--- config.mk ---
export PLATFORM = sky130hd
export DESIGN_NAME = pep_ks_result_dispatch
export DESIGN_NICKNAME = d
export VERILOG_FILES = /design/src/rtl/pep_common_param_pkg.sv /design/src/rtl/pep_ks_common_param_pkg.sv /design/src/rtl/pep_ks_result_dispatch_fifo_element.sv /design/src/rtl/pep_ks_result_dispatch.sv
export SDC_FILE = /design/constraint.sdc
export NUM_CORES = 1
export LEC_CHECK = 0
export ABC_AREA = 1
export CAP_MARGIN = 20
export CORE_UTILIZATION = 56
export DETAILED_ROUTE_END_ITERATION = 12
export PLACE_DENSITY = 0.8
export SLEW_MARGIN = 20
export SYNTH_ARGS = -nofsm -noshare
export SYNTH_HDL_FRONTEND = slang
export SYNTH_HIERARCHICAL = 1
export SYNTH_SLANG_ARGS = --single-unit
--- constraint.sdc ---
create_clock -name clk -period 8.6 [get_ports clk]
set_input_delay 1.29 -clock clk [delete_from_list [all_inputs] [get_ports clk]]
set_output_delay 1.29 -clock clk [all_outputs]
set_load 0.1 [all_outputs]
--- src/rtl/pep_common_param_pkg.sv ---
// Global PBS batch and LWE parameters shared across the PEP pipeline.
package pep_common_param_pkg;
    localparam int BATCH_PBS_NB   = 4;
    localparam int BPBS_ID_W      = $clog2(BATCH_PBS_NB);
    localparam int LWE_K_P1       = 8;
    localparam int LWE_COEF_W     = 16;
    localparam int KS_MAX_ERROR_W = 8;
endpackage

--- src/rtl/pep_ks_common_param_pkg.sv ---
// Key-switch result record and batch-pointer helpers.
package pep_ks_common_param_pkg;
    import pep_common_param_pkg::*;

    localparam int KS_LOOP_W  = $clog2(LWE_K_P1);
    // Batch pointers carry one extra wrap bit so full and empty differ.
    localparam int BPBS_PTR_W = BPBS_ID_W + 1;

    typedef struct packed {
        logic [KS_LOOP_W-1:0]                          ks_loop;
        logic [BPBS_PTR_W-1:0]                         wp;
        logic [BPBS_PTR_W-1:0]                         rp;
        logic [BATCH_PBS_NB-1:0][LWE_COEF_W-1:0]       lwe_a;
        logic [BATCH_PBS_NB-1:0][KS_MAX_ERROR_W-1:0]   corr_a;
    } ks_result_t;

    localparam int KS_RESULT_W = $bits(ks_result_t);

    function automatic logic [BPBS_PTR_W-1:0] pt_elt_nb(input logic [BPBS_PTR_W-1:0] wp,
                                                        input logic [BPBS_PTR_W-1:0] rp);
        return wp - rp;
    endfunction
endpackage

--- src/rtl/pep_ks_result_dispatch_fifo_element.sv ---
// Small register-based skid FIFO with combinational head output.
module fifo_element #(
    parameter int WIDTH = 8,
    parameter int DEPTH = 2
) (
    input  logic             clk,
    input  logic             s_rst_n,
    input  logic [WIDTH-1:0] in_data,
    input  logic             in_vld,
    output logic             in_rdy,
    output logic [WIDTH-1:0] out_data,
    output logic             out_vld,
    input  logic             out_rdy
);
    localparam int PTR_W = (DEPTH > 1) ? $clog2(DEPTH) : 1;
    localparam int CNT_W = $clog2(DEPTH + 1);

    logic [WIDTH-1:0] mem [DEPTH];
    logic [PTR_W-1:0] wr_ptr_reg, rd_ptr_reg;
    logic [CNT_W-1:0] count_reg;
    logic             push, pop;

    function automatic logic [PTR_W-1:0] ptr_inc(input logic [PTR_W-1:0] p);
        return (p == PTR_W'(DEPTH - 1)) ? '0 : p + 1'b1;
    endfunction

    assign in_rdy   = s_rst_n && (count_reg != CNT_W'(DEPTH));
    assign out_vld  = (count_reg != '0);
    assign out_data = mem[rd_ptr_reg];
    assign push     = in_vld & in_rdy;
    assign pop      = out_vld & out_rdy;

    always_ff @(posedge clk) begin
        if (!s_rst_n) begin
            wr_ptr_reg <= '0;
            rd_ptr_reg <= '0;
            count_reg  <= '0;
        end else begin
            if (push) wr_ptr_reg <= ptr_inc(wr_ptr_reg);
            if (pop)  rd_ptr_reg <= ptr_inc(rd_ptr_reg);
            case ({push, pop})
                2'b10:   count_reg <= count_reg + 1'b1;
                2'b01:   count_reg <= count_reg - 1'b1;
                default: count_reg <= count_reg;
            endcase
        end
    end

    // Payload storage is deliberately left out of reset.
    for (genvar gi = 0; gi < DEPTH; gi++) begin : g_entry
        always_ff @(posedge clk) begin
            if (push && (wr_ptr_reg == PTR_W'(gi))) mem[gi] <= in_data;
        end
    end
endmodule

--- src/rtl/pep_ks_result_dispatch.sv ---
// Serialises buffered key-switch results into one LWE coefficient per cycle.
module pep_ks_result_dispatch
    import pep_common_param_pkg::*;
    import pep_ks_common_param_pkg::*;
#(
    parameter int IN_FIFO_DEPTH = 2
) (
    input  logic                      clk,
    input  logic                      s_rst_n,
    input  logic [KS_RESULT_W-1:0]    ks_seq_result,
    input  logic                      ks_seq_result_vld,
    output logic                      ks_seq_result_rdy,
    input  logic                      reset_cache,
    output logic [LWE_COEF_W-1:0]     ks_coef_lwe,
    output logic [KS_MAX_ERROR_W-1:0] ks_coef_corr,
    output logic [KS_LOOP_W-1:0]      ks_coef_idx,
    output logic [BPBS_ID_W-1:0]      ks_coef_pid,
    output logic                      ks_coef_last,
    output logic                      ks_coef_body,
    output logic                      ks_coef_vld,
    input  logic                      ks_coef_rdy,
    output logic                      ks_batch_done
);
    logic [KS_RESULT_W-1:0] fifo_out;
    ks_result_t             fifo_data;
    logic                   fifo_vld, fifo_rdy;

    ks_result_t             work_data_reg;
    logic                   work_vld_reg;
    logic [BPBS_ID_W-1:0]   elt_reg;
    logic                   reset_loop_reg;
    logic                   done_reg;

    logic [BPBS_PTR_W-1:0]  work_n, fifo_n, pid_sum;
    logic                   accept, last_acc, load;

    fifo_element #(
        .WIDTH (KS_RESULT_W),
        .DEPTH (IN_FIFO_DEPTH)
    ) u_in_fifo (
        .clk      (clk),
        .s_rst_n  (s_rst_n),
        .in_data  (ks_seq_result),
        .in_vld   (ks_seq_result_vld),
        .in_rdy   (ks_seq_result_rdy),
        .out_data (fifo_out),
        .out_vld  (fifo_vld),
        .out_rdy  (fifo_rdy)
    );

    assign fifo_data = fifo_out;
    assign fifo_n    = pt_elt_nb(fifo_data.wp, fifo_data.rp);
    assign work_n    = pt_elt_nb(work_data_reg.wp, work_data_reg.rp);
    assign pid_sum   = {1'b0, work_data_reg.rp[BPBS_ID_W-1:0]} + {1'b0, elt_reg};

    assign ks_coef_vld   = work_vld_reg & ~reset_loop_reg;
    assign ks_coef_lwe   = work_data_reg.lwe_a[elt_reg];
    assign ks_coef_corr  = work_data_reg.corr_a[elt_reg];
    assign ks_coef_idx   = work_data_reg.ks_loop;
    assign ks_coef_pid   = (pid_sum >= BPBS_PTR_W'(BATCH_PBS_NB))
                           ? BPBS_ID_W'(pid_sum - BPBS_PTR_W'(BATCH_PBS_NB))
                           : BPBS_ID_W'(pid_sum);
    assign ks_coef_last  = ({1'b0, elt_reg} == (work_n - 1'b1));
    assign ks_coef_body  = (work_data_reg.ks_loop == KS_LOOP_W'(LWE_K_P1 - 1));
    assign ks_batch_done = done_reg & ~reset_loop_reg;

    assign accept   = ks_coef_vld & ks_coef_rdy;
    assign last_acc = accept & ks_coef_last;
    // Pull the next result in the same cycle the last element leaves; drain while flushing.
    assign fifo_rdy = reset_loop_reg | ~work_vld_reg | last_acc;
    assign load     = fifo_vld & fifo_rdy & ~reset_loop_reg;

    always_ff @(posedge clk) begin
        if (!s_rst_n) begin
            work_vld_reg   <= 1'b0;
            elt_reg        <= '0;
            reset_loop_reg <= 1'b0;
            done_reg       <= 1'b0;
        end else begin
            reset_loop_reg <= reset_cache;
            done_reg       <= last_acc & ks_coef_body;
            if (reset_loop_reg) begin
                work_vld_reg <= 1'b0;
                elt_reg      <= '0;
            end else if (load) begin
                // Empty results never occupy the working register.
                work_vld_reg <= (fifo_n != '0);
                elt_reg      <= '0;
            end else if (last_acc) begin
                work_vld_reg <= 1'b0;
                elt_reg      <= '0;
            end else if (accept) begin
                elt_reg      <= elt_reg + 1'b1;
            end
        end
    end

    always_ff @(posedge clk) begin
        if (load) work_data_reg <= fifo_data;
    end

    // ks_loop continuity tracking for the sequencing check below.
    logic [KS_LOOP_W-1:0] prev_loop_reg, exp_loop;
    logic                 loop_seen_reg;

    assign exp_loop = (prev_loop_reg == KS_LOOP_W'(LWE_K_P1 - 1)) ? '0 : prev_loop_reg + 1'b1;

    always_ff @(posedge clk) begin
        if (!s_rst_n) begin
            loop_seen_reg <= 1'b0;
            prev_loop_reg <= '0;
        end else if (reset_loop_reg) begin
            loop_seen_reg <= 1'b0;
        end else if (load) begin
            loop_seen_reg <= 1'b1;
            prev_loop_reg <= fifo_data.ks_loop;
        end
    end

    a_elt_bound: assert property (@(posedge clk) disable iff (!s_rst_n)
        load |-> (fifo_n <= BPBS_PTR_W'(BATCH_PBS_NB)));

    a_loop_seq: assert property (@(posedge clk) disable iff (!s_rst_n)
        (load && loop_seen_reg) |-> (fifo_data.ks_loop == exp_loop));
endmodule

# Word-level counts from Yosys, hierarchy flattened
# Memory sizes are Yosys's and may differ from the RTL's. A register that Yosys moved wholly into a read port is not among the register bits.
# Cells that the tools add are included.
# W data, S select, Z words.
word_totals:
  ff_bits: 114
  ram_bits: 210
  output_inout_bits: 34
  elab_cells: 79
  n_memories: 1
mem_list:
  columns: ["memory", "words", "word_bits", "rd", "rd_clocked_by_memory_dff", "write_ports", "line", "text"]
  rows:
  - ["u_in_fifo.mem", 2, 105, 1, 1, 1, "pep_ks_result_dispatch_fifo_element.sv:18", "logic [WIDTH-1:0] mem [DEPTH];"]
classes:
  addsub: 10
  order_cmp: 2
  eq_ne: 5
  mux: 19
  bitwise: 14
  n_reduce_logical: 10
op_table:
  columns: ["op", "n"]
  rows:
  - ["$mux W105", 1]
  - ["$reduce_or A105 Y1", 1]
  - ["$bmux W16 S2", 1]
  - ["$bmux W8 S2", 1]
  - ["$mux W16", 1]
  - ["$mux W1", 12]
  - ["$and A1 B1 Y1", 8]
  - ["$mux W8", 1]
  - ["$reduce_bool A2 Y1", 3]
  - ["$sub A3 B3 Y3", 2]
  - ["$add A2 B1 Y2 const B", 2]
  - ["$not A1 Y1", 4]
  - ["$pmux W2 S2", 1]
  - ["$reduce_or A4 Y1", 1]
  - ["$sub A2 B1 Y2 const B", 2]
  - ["$add A2 B2 Y3", 1]
  - ["$eq A2 B3 Y1", 1]
  - ["$eq A3 B3 Y1 const B", 1]
  - ["$ge A3 B3 Y1 const B", 1]
  - ["$logic_and A1 B1 Y1", 3]
  - ["$lt A2 B3 Y1 const B", 1]
  - ["$reduce_bool A3 Y1", 1]
  - ["$sub A3 B1 Y3 const B", 1]
  - ["$add A1 B1 Y1 const B", 2]
  - ["other kinds (6)", 7]

# Longest topological paths before layout
logic_depth:
  word_depth: 8
  ltp_mapped: 16
  ltp_nobuf: 16

# Cells and area by module
# Netlist, hierarchy kept.
modules_own_cells:
  columns: ["mod", "instances", "cells_each", "area_per_inst_um2"]
  rows:
  - ["fifo_element", 1, 366, 8081.5]
  - ["pep_ks_result_dispatch", 1, 322, 4379.2]

# Worst setup path after synthesis
# OpenSTA, ideal clock, no wires.
synth_timing:
  path_kind: "input port to flip-flop"
  startpoint: "in ks_seq_result_vld"
  endpoint: "mem u_in_fifo/mem[0][0] (netlist name), enable pin"
  setup_ns: 0.570
  t_arrival_ns: 5.784
  t_required_ns: 8.030
  slack_ns: 2.246
  path_stages: 2
  path_buffers: 0
  path_cell_list: "nand3_1 > nor2_1"
synth_via:
  elab_chain_cells: 6
  elab_cells_between_ends: 10
synth_lines:
  columns: ["item", "line", "text"]
  rows:
  - ["start: declaration", "pep_ks_result_dispatch.sv:11", "input logic ks_seq_result_vld,"]
  - ["$and A1 B1 Y1 *", "pep_ks_result_dispatch_fifo_element.sv:30", "assign push = in_vld & in_rdy;"]
  - ["$logic_and A1 B1 Y1", "pep_ks_result_dispatch_fifo_element.sv:52", "if (push && (wr_ptr_reg == PTR_W'(gi))) mem[gi] <= in_data;"]
  - ["$mux W1", "pep_ks_result_dispatch_fifo_element.sv:52", null]
  - ["$mux W1 (implied by the code)", "pep_ks_result_dispatch_fifo_element.sv:52", null]
  - ["$reduce_or A105 Y1 (no line)", null, null]
  - ["$mux W1 (no line)", null, null]
  - ["end: declaration", "pep_ks_result_dispatch_fifo_element.sv:18", null]
# Mark *: on every way between the ends. The rest lies on a longest branch, timed or not.

# Worst setup path in the final report
layout_timing:
  startpoint: "in s_rst_n"
  endpoint: "out ks_seq_result_rdy"
layout_via:
  elab_chain_cells: 1
layout_lines:
  columns: ["item", "line", "text"]
  rows:
  - ["start: declaration", "pep_ks_result_dispatch.sv:9", "input logic s_rst_n,"]
  - ["$logic_and A1 B1 Y1", "pep_ks_result_dispatch_fifo_element.sv:27", "assign in_rdy = s_rst_n && (count_reg != CNT_W'(DEPTH));"]
  - ["end: declaration", "pep_ks_result_dispatch.sv:12", "output logic ks_seq_result_rdy,"]
# No other way between the ends.

==> flow_metrics.py <==
metrics = {
    "logic_synthesis": {
        "yosysSeqAreaShare_pct": 77.5,
        "yosys.area.top_type_share_pct": 75.9,
        "synth-edff-count": 315,
        "synth_nets": 804,
        "synthTopCellsByCount": "315 x edfxtp_1, 62 x nor2_1, 55 x mux2_2",
        "synth-compound-area-share_pct": 3.61,
        "ys_ff_latch": 325,
        "yosysUniqueCellTypes": 34,
        "netlist_area_um2": 12500,
        "yosysMostFrequentCell": "edfxtp_1",
        "syn_inst": 688,
        "yosys-top-cells-area": "edfxtp_1 76%, mux2_4 6.0%, mux2_2 5.0%",
        "synth_xor_area_share_pct": 0.281,
        "synthAdderAreaFrac_pct": 0.663,
        "synth_top_family_by_area": "multiplexers",
        "synthFlopType": "edfxtp_1",
        "synthMuxAreaShare_pct": 11.0,
        "synth_warnings": 6,
        "synth_simple_gate_area_share_pct": 3.76,
        "synth_area_per_cell_um2": 18.1,
        "synth_largest_area_cell": "edfxtp_1",
        "async_flop_share_pct": 0,
    },
    "timing": {
        "rsz0062_at_grt": "no",
        "setup_tns_ps": 0,
        "max_freq_mhz": 217,
        "finalHoldViolations": 0,
        "finalMaxSlewViolations": 0,
        "finalCritPeriodShare_pct": 53.7,
        "setup_viol": 0,
        "slew_headroom_pct": 29.3,
        "worstMarginPinSlew_ps": 1060,
        "period_needed_ps": 4620,
        "skew_ps": 31.7,
        "timing.hold.ws_ps": 498,
    },
    "clock_network": {
        "cts_setup_buffers": 0,
        "numCtsBuffers": 35,
        "postCtsResizedCells": 0,
        "cts_root_buffer": "clkbuf_16",
        "holdBufCountCts": 0,
        "worst_skew_pair.late_latency_ps": 520,
        "htreeDepth": 2,
        "cts_sinks": 325,
        "clockBufferDepth": 3,
        "cts_tree": "yes",
        "clk_pin_slew_worst_paths_ps": 50,
    },
    "routing": {
        "first_pass_iters": 5,
        "vias": 6198,
        "antenna_left": 0,
        "drc": 0,
        "vias_per_cell": 5.38,
        "drt_iter0_markers": 353,
        "drt-wirelength-per-cell_um": 19.1,
        "drt-total-wl_um": 22000,
    },
    "final_layout": {
        "fill_cells": 1393,
        "multi_input_area_um2": 2420,
        "area_delta_synth_final_pct": 22.1,
        "largest_register_ffs": 210,
        "layout-drive-gt1-share_pct": 20.6,
        "final_util_pct": 69.7,
        "nets": 960,
        "register_area_um2": 9670,
        "stdcell_count": 1151,
        "diodes": 0,
    },
    "power": {
        "power.total_w": 0.00499,
        "cellLeakagePower_nw": 5.28,
        "p_per_area_nw_per_um2": 328,
        "ir_drop_v": 0.000199,
    },
    "worst_setup_path": {
        "crit_type": "in -> out",
        "cp.arrival_ps": 3330,
        "startpoint_type": "input pin",
        "critPathMostFrequentCell": "clkdlybuf4s50_1",
        "crit_slowest_cell": "clkdlybuf4s50_1",
        "end_kind": "primary output",
        "critPathTopFamily": "buffers and inverters",
        "cp_cell_sequence": "clkdlybuf4s50_1, a21boi_0, clkdlybuf4s50_1",
        "cp_slowest_stage_delay_ps": 1150,
        "critPathBufInv": 2,
        "worst-endpoint-required_ps": 7310,
        "cp_max_fo": 10,
    },
    "place": {
        "dp_hpwl_um": 12700,
        "numPortBuffers": 143,
        "place.gp.congestion": 0.751,
        "dp.cells": 1086,
    },
    "job": {
        "drv_cap": 0,
    },
    "die": {
        "die-height_um": 151,
        "rows": 54,
        "ios": 144,
        "die_area_um2": 22900,
        "initial_core_util_pct": 57.1,
        "coreArea_um2": 21800,
        "die-width_um": 151,
    },
    "grt": {
        "grt_first_pass_wirelength_um": 33400,
        "grt_util_all_layers_pct": 19.8,
        "grt_max_degree": 73,
        "grt_pass1_vias": 6362,
        "antenna_found_initial": 2,
        "overflow": 0,
    },
    "outcome": {
        "outcome": "completed",
    },
    "min_path": {
        "hold_class": "reg -> reg",
    },
}
[cell usage in the layout (no fill, tap or decap), drive strengths merged]
cell           count
o21a               1
a21boi             1
nor2              65
clkbuf            39
a21oi              3
nand4              2
buf                7
o22ai             24
edfxtp           315
o21ai             50
nand2             32
fa                 1
dfxtp             10
nand3              7
ha                 5
bufinv             5
clkdlybuf4s50    143
xor2               3
o211ai             1
inv               29
mux2             105
clkinv            18
and2               1
clkinvlp           1
xnor2              1
and3               2
[final cells by class]
class                      instances  share of cell area (%)
clock inverter                    25                    1.69
timing repair buffer             150                    9.83
multi-input combinational        304                    15.9
tap                              280                    2.30
sequential                       325                    63.5
inverter                          28                   0.740
clock buffer                      39                    5.99
[layer usage]
metal  GRT usage (%)  wire length [um]  vias to the layer above
met1            24.8              8880                     3070
met5               0                13                        -
met2            34.1             11300                      183
met4            5.75               352                        2
li1                -                 -                     2912
met3            5.00              1400                       31
[final timing paths]
check	from	to	slack [ps]	depth (start not counted)
setup / recovery	s_rst_n	ks_seq_result_rdy	3980	3
hold / removal	u_in_fifo/rd_ptr_reg$_SDFFE_PN0P_	u_in_fifo/rd_ptr_reg$_SDFFE_PN0P_	500	2
setup reg to reg	elt_reg[0]$_SDFFE_PP0P_	work_data_reg[92]$_DFFE_PP_	5680	7
hold reg to reg	u_in_fifo/rd_ptr_reg$_SDFFE_PN0P_	u_in_fifo/rd_ptr_reg$_SDFFE_PN0P_	500	2
[worst register-to-register path, cell delays in order, from the launching register on]
cell and delay, ps:
dfxtp_4 760, inv_4 390, nand2_1 140, nand2_1 90
nor2_4 120, nand3_4 120, a21oi_4 150, buf_4 680
[cell families after synthesis]
kind of cell,after synthesis
fa+ha+maj,6
compound gates,80
flops,325
xor+xnor,4
mux,105
buf+inv,59
simple gates,109
[power by group]
| part | switching, W | internal, W | leakage [nW] |
|---|---|---|---|
| clock network | 0.000584 | 0.000916 | 0.570 |
| registers | 0.000119 | 0.00210 | 2.99 |
| logic | 0.000826 | 0.000446 | 1.72 |
[per-stage QoR]
stage | setup WS [ps] | area (um2)
floorplan | 2250 | 12500
global placement | 4020 | 14000
detailed placement | 4000 | 14000
CTS | 3560 | 15200
global route | 3860 | 15200
finish | 3980 | 15200
Power figures use the tool's default switching activity.
